### src/rtl/tcon_dither_if.sv
// Pixel bus into and out of the TCON dither stage (sync, enable and RGB components).
// The master drives the *_in side; the slave (the dither block) drives the *_out side.
interface tcon_dither_if #(
  parameter int IN_DW  = 12,
  parameter int OUT_DW = 8
);
  logic              vsync_in;
  logic              de_in;
  logic [IN_DW-1:0]  r_in;
  logic [IN_DW-1:0]  g_in;
  logic [IN_DW-1:0]  b_in;
  logic              vsync_out;
  logic              de_out;
  logic [OUT_DW-1:0] r_out;
  logic [OUT_DW-1:0] g_out;
  logic [OUT_DW-1:0] b_out;

  modport master (
    output vsync_in, de_in, r_in, g_in, b_in,
    input  vsync_out, de_out, r_out, g_out, b_out
  );

  modport slave (
    input  vsync_in, de_in, r_in, g_in, b_in,
    output vsync_out, de_out, r_out, g_out, b_out
  );
endinterface

### src/rtl/tcon_dither.sv
// Ordered 4x4 Bayer dither IN_DW->OUT_DW with saturation; DITHER_TEMPORAL_EN adds a per-frame offset.
// Latency 2 cycles for data/de/vsync; no backpressure (free-running video timing).
module tcon_dither #(
  parameter int IN_DW  = 12,
  parameter int OUT_DW = 8
) (
  input  logic         clk,
  input  logic         rstn,
  input  logic         reg_dither_en,
  tcon_dither_if.slave pix
);
  localparam int D    = IN_DW - OUT_DW;
  localparam int SH_L = (D > 4) ? D - 4 : 0;
  localparam int SH_R = (D < 4) ? 4 - D : 0;

  logic [11:0]    x_cnt;
  logic [11:0]    y_cnt;
  logic           de_d;
  logic           vs_d;
  logic           en_shadow;
  logic           de_fall;
  logic           vs_rise;
  logic [1:0]     xi;
  logic [1:0]     yi;
  logic [3:0]     t_raw;
  logic [IN_DW:0] t_sc;
  logic [IN_DW:0] t_add;
  logic           s1_de;
  logic           s1_vs;
  logic [IN_DW:0] s1_r;
  logic [IN_DW:0] s1_g;
  logic [IN_DW:0] s1_b;

  assign de_fall = de_d & ~pix.de_in;
  assign vs_rise = ~vs_d & pix.vsync_in;

`ifdef DITHER_TEMPORAL_EN
  logic [1:0] frame_cnt;

  always_ff @(posedge clk or negedge rstn) begin
    if (!rstn) begin
      frame_cnt <= '0;
    end else if (vs_rise) begin
      frame_cnt <= frame_cnt + 2'd1;
    end
  end

  // Two-step shifts of the matrix each frame spread the residual pattern over time.
  assign xi = x_cnt[1:0] + {frame_cnt[0], 1'b0};
  assign yi = y_cnt[1:0] + {frame_cnt[1], 1'b0};
`else
  assign xi = x_cnt[1:0];
  assign yi = y_cnt[1:0];
`endif

  always_comb begin
    t_raw = 4'd0;
    case ({yi, xi})
      4'h0: t_raw = 4'd0;
      4'h1: t_raw = 4'd8;
      4'h2: t_raw = 4'd2;
      4'h3: t_raw = 4'd10;
      4'h4: t_raw = 4'd12;
      4'h5: t_raw = 4'd4;
      4'h6: t_raw = 4'd14;
      4'h7: t_raw = 4'd6;
      4'h8: t_raw = 4'd3;
      4'h9: t_raw = 4'd11;
      4'hA: t_raw = 4'd1;
      4'hB: t_raw = 4'd9;
      4'hC: t_raw = 4'd15;
      4'hD: t_raw = 4'd7;
      4'hE: t_raw = 4'd13;
      4'hF: t_raw = 4'd5;
      default: t_raw = 4'd0;
    endcase
  end

  assign t_sc  = ((IN_DW+1)'(t_raw) << SH_L) >> SH_R;
  assign t_add = en_shadow ? t_sc : '0;

  function automatic logic [OUT_DW-1:0] sat(input logic [IN_DW:0] s);
    logic [OUT_DW:0] q;
    q = s[IN_DW:D];
    return q[OUT_DW] ? {OUT_DW{1'b1}} : q[OUT_DW-1:0];
  endfunction

  // Position counters and the frame-synchronous copy of the enable.
  always_ff @(posedge clk or negedge rstn) begin
    if (!rstn) begin
      x_cnt     <= '0;
      y_cnt     <= '0;
      de_d      <= 1'b0;
      vs_d      <= 1'b0;
      en_shadow <= 1'b0;
    end else begin
      de_d <= pix.de_in;
      vs_d <= pix.vsync_in;
      if (pix.de_in) begin
        x_cnt <= x_cnt + 12'd1;
      end else if (de_fall) begin
        x_cnt <= '0;
      end
      if (vs_rise) begin
        y_cnt     <= '0;
        en_shadow <= reg_dither_en;
      end else if (de_fall) begin
        y_cnt <= y_cnt + 12'd1;
      end
    end
  end

  always_ff @(posedge clk or negedge rstn) begin
    if (!rstn) begin
      s1_de         <= 1'b0;
      s1_vs         <= 1'b0;
      s1_r          <= '0;
      s1_g          <= '0;
      s1_b          <= '0;
      pix.de_out    <= 1'b0;
      pix.vsync_out <= 1'b0;
      pix.r_out     <= '0;
      pix.g_out     <= '0;
      pix.b_out     <= '0;
    end else begin
      s1_de         <= pix.de_in;
      s1_vs         <= pix.vsync_in;
      s1_r          <= {1'b0, pix.r_in} + t_add;
      s1_g          <= {1'b0, pix.g_in} + t_add;
      s1_b          <= {1'b0, pix.b_in} + t_add;
      pix.de_out    <= s1_de;
      pix.vsync_out <= s1_vs;
      pix.r_out     <= s1_de ? sat(s1_r) : '0;
      pix.g_out     <= s1_de ? sat(s1_g) : '0;
      pix.b_out     <= s1_de ? sat(s1_b) : '0;
    end
  end
endmodule

### src/flat_wrapper.sv
// flat-port wrapper written by rule: the top's interface ports become plain ports
module tcon_dither_flat 
#(
  parameter int IN_DW  = 12,
  parameter int OUT_DW = 8
)
  (clk, rstn, reg_dither_en, pix_vsync_in, pix_de_in, pix_r_in, pix_g_in, pix_b_in, pix_vsync_out, pix_de_out, pix_r_out, pix_g_out, pix_b_out);
  tcon_dither_if #(.IN_DW(IN_DW), .OUT_DW(OUT_DW)) pix_i ();
  input  logic clk;
  input  logic rstn;
  input  logic reg_dither_en;
  input wire logic [$bits(pix_i.vsync_in)-1:0] pix_vsync_in;
  input wire logic [$bits(pix_i.de_in)-1:0] pix_de_in;
  input wire logic [$bits(pix_i.r_in)-1:0] pix_r_in;
  input wire logic [$bits(pix_i.g_in)-1:0] pix_g_in;
  input wire logic [$bits(pix_i.b_in)-1:0] pix_b_in;
  output wire logic [$bits(pix_i.vsync_out)-1:0] pix_vsync_out;
  output wire logic [$bits(pix_i.de_out)-1:0] pix_de_out;
  output wire logic [$bits(pix_i.r_out)-1:0] pix_r_out;
  output wire logic [$bits(pix_i.g_out)-1:0] pix_g_out;
  output wire logic [$bits(pix_i.b_out)-1:0] pix_b_out;
  assign pix_i.vsync_in = pix_vsync_in;
  assign pix_i.de_in = pix_de_in;
  assign pix_i.r_in = pix_r_in;
  assign pix_i.g_in = pix_g_in;
  assign pix_i.b_in = pix_b_in;
  assign pix_vsync_out = pix_i.vsync_out;
  assign pix_de_out = pix_i.de_out;
  assign pix_r_out = pix_i.r_out;
  assign pix_g_out = pix_i.g_out;
  assign pix_b_out = pix_i.b_out;
  tcon_dither #(.IN_DW(IN_DW), .OUT_DW(OUT_DW)) u_core (.clk(clk), .rstn(rstn), .reg_dither_en(reg_dither_en), .pix(pix_i));
endmodule
### config.mk
export PLATFORM = sky130hd
export DESIGN_NAME = tcon_dither_flat
export DESIGN_NICKNAME = d
export VERILOG_FILES = /design/src/rtl/tcon_dither_if.sv /design/src/rtl/tcon_dither.sv /design/src/flat_wrapper.sv
export SDC_FILE = /design/constraint.sdc
export NUM_CORES = 1
export LEC_CHECK = 0
export BUFFER_PORTS_ARGS = -buffer_cell sky130_fd_sc_hd__buf_4
export CAP_MARGIN = 5
export CORE_MARGIN = 1
export CORE_UTILIZATION = 42
export CTS_BUF_LIST = sky130_fd_sc_hd__clkbuf_4
export DETAILED_ROUTE_END_ITERATION = 8
export GPL_ROUTABILITY_DRIVEN = 1
export GPL_TIMING_DRIVEN = 0
export PLACE_DENSITY = 0.66
export REMOVE_ABC_BUFFERS = 1
export SLEW_MARGIN = 25
export SYNTH_ARGS = -nofsm -noshare
export SYNTH_HDL_FRONTEND = slang
export SYNTH_SLANG_ARGS = --single-unit
### constraint.sdc
create_clock -name clk -period 2.55 [get_ports clk]
set_input_delay 0.51 -clock clk [delete_from_list [all_inputs] [get_ports clk]]
set_output_delay 0.51 -clock clk [all_outputs]
set_load 0.05 [all_outputs]
After elaboration in Yosys (flattened, before gate mapping) --
Memory sizes are Yosys's and may differ from the RTL's. Cells that the tools add are included.
Operators by class: add/subtract/negate cells 5, multiplexer cells 11, reductions and logical operators 2, bitwise operators 4
Operator list (number):
- 12-bit two-way mux | 4
- 8-bit two-way mux | 6
- 12-bit by 13-bit adder with 13-bit output | 3
- 12-bit by 1-bit adder with 12-bit output, second input constant | 2
- 4-bit two-way mux | 1
- 2-bit nonzero test | 2
- 1-bit bitwise AND | 2
- 1-bit NOT | 2
Storage, ports and cells: word-level logic and storage cells 36, input bits 41, memory bits (read-only) 64, flip-flop bits (word level) 92, memories kept 1
Memories:
- (no name shown) | depth 16, width 4, rd ports 1, clocked after memory_dff 0, wr ports 0, line tcon_dither.sv:58 | case ({yi, xi})

Logic depth before layout (Yosys ltp) --
Gate-level depths: netlist of the first run.
depth after elaboration 4, gate-level depth with buffers 7, gate-level depth less buffers 7

Least setup slack after synthesis of the first run --
Ideal clock, no wire load.
kind register to register, start register u_core.y_cnt[1], end register u_core.s1_b[6], clock period less this slack 1.919 ns, path slack 0.631 ns, arrival 1.840 ns, stages on the path, launching flop included 8, data required time 2.471 ns, buffers on the path 0, cell sequence dfrtp_1 > xor2_1 > and2_1 > ha_1 > nand4_2 > a211oi_4 > and3_1 > xor2_1
On the way: longest elaborated chain between the ends 3
Ends and longest elaborated chain:
- start, declared | line tcon_dither.sv:17 | logic [11:0] y_cnt;
- start signal, assigned | line tcon_dither.sv:108 | y_cnt <= y_cnt + 12'd1;
- memory 16 x 4 bit
- 4-bit two-way mux | line tcon_dither.sv:80 | assign t_add = en_shadow ? t_sc : '0;
- 12-bit by 13-bit adder with 13-bit output | line tcon_dither.sv:130 | s1_b <= {1'b0, pix.b_in} + t_add;
- end signal, assigned | line tcon_dither.sv:130
- end, declared | line tcon_dither.sv:32 | logic [IN_DW:0] s1_b;
No other way between the ends. A chain may end at the register's enable or synchronous reset.

Final worst setup path of the first run --
Same ends and word-level chain as after synthesis.

==> run metrics, run 1 <==
CP Class=reg -> reg; total power=2219 uW; DR DRC count=0; fmax=474.4 MHz; gpl congestion=0.7951; initial antenna violation count=0; hold_ws=0.1719 ns; WP data arrival=2.41 ns; Synth warnings=0; Crit path max-delay family=simple AND/OR/NAND/NOR gates; unrepaired setup endpoints after global routing=false; antenna cells=0; Reg power frac=49.2%; Syn Area/Cell=12.92 um^2; total grt overflow=0; status=finished clean; Routed WL=4069 um; cells on worst reg2reg path=7; switching part of the total=29.75%; Seq/Total Area, Yosys=60.51%; row count=27; vias post-DR=1617; Layout area overhead=28.14%; worst path cell trace=xor2_1 > and2_1 > ha_1 > nand4_2 > a211oi_4 > and3_1 > xor2_1; CTS tree=done; r2r setup slk=0.44 ns; GRT Total Usage=15.02%; reg2reg start=u_core.y_cnt[1]; Final min period=2.108 ns; FF-to-FF End=u_core.s1_b[6]; Initial Util=44.24%; Rel. slew slack=44.83%; non-filler instance count after layout=340; die area=6219 um^2; hold crit path type=in -> async; area of the mapped netlist=2481 um^2; num ports=67; Combinational Power Share=22.2%; placed insts=324; WP buf/inv=0; vias in the first global route=1522; Setup crit end kind=register; Setup Viol. Count Final=0; pin count of the biggest net entering global routing=61; DP HPWL=2942 um; Final Cycle Share=82.66%; Clock power frac=28.5%; library cells used by synthesis=29; Internal=1559 uW; final hold vios=0; postcts setup bufs=0; Nets=313; MaxCap Viol Count=0; share of cells above drive strength 1=33.58%; Port Buffers=66; clk_skew=0.007971 ns; setup TNS=0 ns; Power Dens Cells=698.0 nW/um^2; vias per cell=4.756; die height=78.86 um; P_sw=660.2 uW; Slew @ Worst Pin=0.8275 ns; post-synthesis register bit count=60; later-pin clock latency in the skew report=0.38 ns; core footprint=5608 um^2; clk buf depth=2; critical path fanouts, max=8; first-pass GRT wire length=6906 um; wire per inst=11.97 um; clock sink count=60; peak supply drop=260.1 uV; Reg clk slew, reported paths=0.09 ns; Critical Path Source Type=register; CTS Hold Buffers Added=0; post-route ant nets=0; cts repair resizes=0; Slew Limit Fails=0; Num CTS Buffers=9; CTS Root Cell=clkbuf_4; data required time of the critical path=2.85 ns; Die Width=78.86 um; Synth Instances=192; Most Frequent Cell on Critical Path=xor2_1; CTS H-tree lvls=3; drt pass-1 iters=4; CP max-delay cell=dfrtp_1; initial DRC count=25; slowest stage delay, CP=0.46 ns; Static Leakage=0.001515 uW
==> registers in the layout, indices dropped and copies added (netlist names) <==
register,cells
u_core.de_d,1
u_core.en_shadow,1
u_core.pix.b_out,8
u_core.pix.de_out,1
u_core.pix.g_out,8
u_core.pix.r_out,8
u_core.pix.vsync_out,1
u_core.s1_b,9
u_core.s1_g,9
u_core.s1_r,9
u_core.vs_d,1
u_core.x_cnt,2
u_core.y_cnt,2
==> metal layers <==
metal | up-vias | wire length [um] | share of wire, % | track usage (%)
met5 | - | 0 | 0 | 0
met4 | 0 | 34 | 0.84 | 8.545
met3 | 2 | 224 | 5.5 | 5.632
met2 | 42 | 2060 | 51 | 23.65
met1 | 764 | 1750 | 43 | 17.62
li1 | 809 | - | - | -
==> power by group through the flow <==
stage	logic, uW	clock network, uW	registers (uW)
after floorplan	215	0	1210
after CTS	499	661	1090
after global routing	541	707	1100
after detailed placement	498	0	1110
after global placement	488	0	1110
final	494	633	1090
==> synth_stat cells <==
| master | n | area, um^2 |
|---|---|---|
| o2111ai_1 | 1 | 8.760 |
| nand3_1 | 4 | 20.02 |
| ha_1 | 9 | 112.6 |
| inv_1 | 2 | 7.510 |
| a22oi_2 | 1 | 12.51 |
| and2_1 | 4 | 25.02 |
| nor3b_1 | 2 | 15.01 |
| nor2_1 | 8 | 30.03 |
| xor2_1 | 14 | 122.6 |
| nand2b_1 | 1 | 6.260 |
| nand2_1 | 6 | 22.52 |
| a211oi_4 | 1 | 20.02 |
| nor3_1 | 4 | 20.02 |
| nand4_1 | 8 | 50.05 |
| nand4_2 | 1 | 12.51 |
| clkbuf_1 | 6 | 22.52 |
| o2bb2ai_2 | 1 | 15.01 |
| mux2_2 | 2 | 22.52 |
| and4_1 | 1 | 8.760 |
| nor4b_2 | 1 | 15.01 |
| a211oi_1 | 1 | 7.510 |
| nor2b_1 | 3 | 18.77 |
| o21ai_0 | 1 | 5.000 |
| xnor2_1 | 14 | 122.6 |
| o21a_1 | 25 | 187.7 |
| and3_1 | 7 | 43.79 |
| a21oi_1 | 3 | 15.01 |
| nor3_2 | 1 | 10.01 |
| dfrtp_1 | 60 | 1501 |
==> through the flow <==
step                      setup slack [ns]  utilization [%]  instance area (um^2)
after floorplan                     0.6306                -                  2459
after global placement              0.4653            54.28                  3044
after detailed placement            0.4573            54.28                  3044
after CTS                           0.4274            56.69                  3179
after global routing                0.3124            56.69                  3179
final                               0.4423            56.69                  3179
==> cell families (layout without fill, tap and decap cells) <==
kind of cell               after synthesis  in the layout  synth area share [%]
xor gates and xnor gates                28             28                 9.884
DFF                                     60             60                 60.51
adders and majority gates                9              9                 4.539
muxes                                    2              2                0.9077
AOI/OAI and AO/OA                       34             34                 10.94
buffers and inverters                    8             84                 1.210
and+or+nand+nor                         51             51                 12.00
==> worst max-delay path by stage <==
stage,startpoint,cells after the start,end
after detailed placement,u_core.y_cnt[1],7,u_core.s1_b[6]
after floorplan,u_core.y_cnt[1],7,u_core.s1_b[6]
after global routing,u_core.y_cnt[1],7,u_core.s1_b[6]
after CTS,u_core.y_cnt[1],7,u_core.s1_b[6]
final,u_core.y_cnt[1],7,u_core.s1_b[6]
after global placement,u_core.y_cnt[1],7,u_core.s1_b[6]
==> area by class of cell <==
| cell class | instances | area [um^2] |
|---|---|---|
| repair buffers | 66 | 495.5 |
| multi-input cells | 124 | 949.7 |
| clock buffers | 11 | 82.58 |
| fillers | 498 | 2429 |
| clock inverters | 5 | 52.55 |
| well taps | 72 | 90.09 |
| flip-flops and latches | 60 | 1501 |
| inverters | 2 | 7.507 |
==> cell usage in the layout, fill, tap and decap left out <==
cell type and instances:
nand4_2 1, inv_1 2, buf_4 66, o2111ai_1 1
ha_1 9, xnor2_1 14, clkbuf_4 11, a211oi_4 1
nor2b_1 3, and4_1 1, nand2_1 6, nor3b_1 2
bufinv_16 1, nand3_1 4, a21oi_1 3, nor4b_2 1
and3_1 7, nand2b_1 1, nor3_1 4, a22oi_2 1
o21ai_0 1, nand4_1 8, dfrtp_1 60, and2_1 4
xor2_1 14, clkinvlp_4 1, o21a_1 25, o2bb2ai_2 1
mux2_2 2, nor2_1 8, nor3_2 1, a211oi_1 1
clkinv_2 3
Note: power is estimated with default switching activity, not from simulation.
==> inputs of run 2 (changes only) <==
Settings changed: PLACE_DENSITY 0.66 to 0.69.
Clock period 2.55 ns to 1.9 ns, I/O delays scaled along.
==> run metrics, run 2 (synthesized netlist as in run 1, its figures left out) <==
r2r setup slk=-0.01 ns (-0.45 ns); fill count=476 (-4.4%); antenna cells=0 (unchanged); CTS tree=done; Final Cell Area=3425 um^2 (+7.7%); failing checks=setup timing; final setup margin=-0.009751 ns (-0.4520 ns); CTS H-tree lvls=3 (unchanged); Num CTS Buffers=9 (unchanged); placed cell area=3044 um^2 (unchanged); Setup Viol. Count Final=2 (+2); most common cell after layout, fill and taps aside=buf_4; cells on worst reg2reg path=9 (+2); initial DRC count=31 (+24%); row count=27 (unchanged); register area=1504 um^2 (+0.17%); vias per cell=4.836 (+1.7%); MaxCap Viol Count=0 (unchanged); Slew @ Worst Pin=0.8049 ns (-0.02265 ns); reg2reg start=u_core.x_cnt[1]; Slew Limit Fails=0 (unchanged); initial antenna violation count=0 (unchanged); Power Dens Cells=926.5 nW/um^2 (+33%); Crit. Startpoint=u_core.x_cnt[1]; core footprint=5608 um^2 (unchanged); hold crit path type=in -> async; Initial Util=44.24% (unchanged); gpl congestion=0.8031 (+1.0%); Layout area overhead=38.02%; peak supply drop=488.7 uV (+88%); vias post-DR=1707 (+5.6%); grt met2 use=27.22% (+3.6 points); later-pin clock latency in the skew report=0.39 ns (about the same); first-pass GRT wire length=7141 um (+3.4%); DP HPWL=2920 um (-0.75%); Top Registers=u_core.s1_b: 9 flops, u_core.s1_g: 9 flops, u_core.s1_r: 9 flops; critical path fanouts, max=8 (unchanged); CP endpoint=u_core.s1_r[6]; die height=78.86 um (unchanged); Setup crit end kind=register; Static Leakage=0.001630 uW (+7.6%); most frequent cells in the layout=77 x buf_4, 58 x dfrtp_1, 25 x o21a_1; fin util=61.07% (+4.4 points); FF-to-FF End=u_core.s1_r[6]; total grt overflow=0 (unchanged); unrepaired setup endpoints after global routing=true; DR DRC count=0 (unchanged); WP data arrival=2.22 ns (-0.19 ns); Critical Path Source Type=register; CP Class=reg -> reg; fmax=523.6 MHz (+10%); GRT busiest layer=met2; dpl ws=-0.2085 ns (-0.6658 ns); status=finished, violations left; CTS Root Cell=clkbuf_4; clk buf depth=2 (unchanged); Port Buffers=66 (unchanged); drt pass-1 iters=4 (unchanged); data required time of the critical path=2.21 ns (-0.64 ns); clk_skew=0.01256 ns (+0.004588 ns); Rel. slew slack=46.34% (+1.5 points); Routed WL=4355 um (+7.0%); clock sink count=60 (unchanged); wire per inst=12.34 um (+3.1%); routing usage on met1=16.38% (-1.2 points); Final min period=1.910 ns (-0.1980 ns); GRT Total Usage=15.61% (+0.59 points); multi-input logic area=1092 um^2 (+15%); Final Cycle Share=100.5% (+18 points); Reg clk slew, reported paths=0.10 ns (about the same); met3 GRT Util=5.057% (-0.57 points); post-route ant nets=0 (unchanged); Die Width=78.86 um (unchanged); share of cells above drive strength 1=42.70% (+9.1 points); pin count of the biggest net entering global routing=61 (unchanged); final hold vios=0 (unchanged); num ports=67 (unchanged); Nets=326 (+4.2%); vias in the first global route=1597 (+4.9%); die area=6219 um^2 (unchanged)
## run 2: report_power, final
group | switching, uW | internal (uW)
sequential | 54.7 | 1400
clock | 420 | 403
combinational | 484 | 412
total | 959 | 2210
## run 2: how the worst min path moves through the flow
| stage | slack [ns] | startpoint | end | cells past startpoint |
|---|---|---|---|---|
| 5_1_grt | 0.07 | pix_vsync_in | u_core.vs_d | 1 |
| 4_1_cts | 0.05 | rstn | u_core.s1_b[7] | 1 |
| 3_5_place_dp | 0.39 | u_core.vs_d | u_core.pix.vsync_out | 0 |
| 3_3_place_gp | 0.36 | u_core.vs_d | u_core.pix.vsync_out | 0 |
| 6_report | 0.04 | rstn | u_core.s1_b[11] | 1 |
| 2_1_floorplan | 0.08 | rstn | u_core.de_d | 0 |
## run 2: timing repair
action	in CTS	in global routing
gates resized for setup	11	15
setup endpoints to repair	25	26
endpoints found under the hold margin	0	0
pin swaps	14	22
hold buffers	0	0
setup buffers	10	3
## run 2: metrics by stage
stage | power (uW) | setup TNS (ns) | instances | hold WS, ns
after detailed placement | 2163 | -2.378 | 324 | 0.3883
after CTS | 3132 | -0.1352 | 350 | 0.04571
after global routing | 3361 | -1.052 | 353 | 0.07045
after global placement | 2146 | -1.934 | 324 | 0.3618
final | 3173 | -0.01752 | 353 | 0.03681
after floorplan | 1919 | -0.02853 | 186 | 0.08441
## run 2: layout make-up
class / count / share of cell area [%]
multi-input combinational: 124 / 31.90
inverter: 2 / 0.2192
timing repair buffer: 79 / 17.54
clock inverter: 6 / 1.608
clock buffer: 10 / 2.192
tap: 72 / 2.631
sequential: 60 / 43.92
## run 2: layer usage
layer	vias up	part of all wire (%)
met5	-	0
met4	0	2.1
met3	11	4.9
met2	45	53
met1	812	40
li1	839	-
## run 2: worst max-delay path: stages, from the launching register on
cell     delay, ns
dfrtp_1       0.40
xor2_1        0.16
and2_4        0.16
buf_4         0.14
ha_4          0.25
nand4_1       0.10
a22oi_2       0.16
buf_6         0.15
and3_4        0.17
xor2_1        0.12
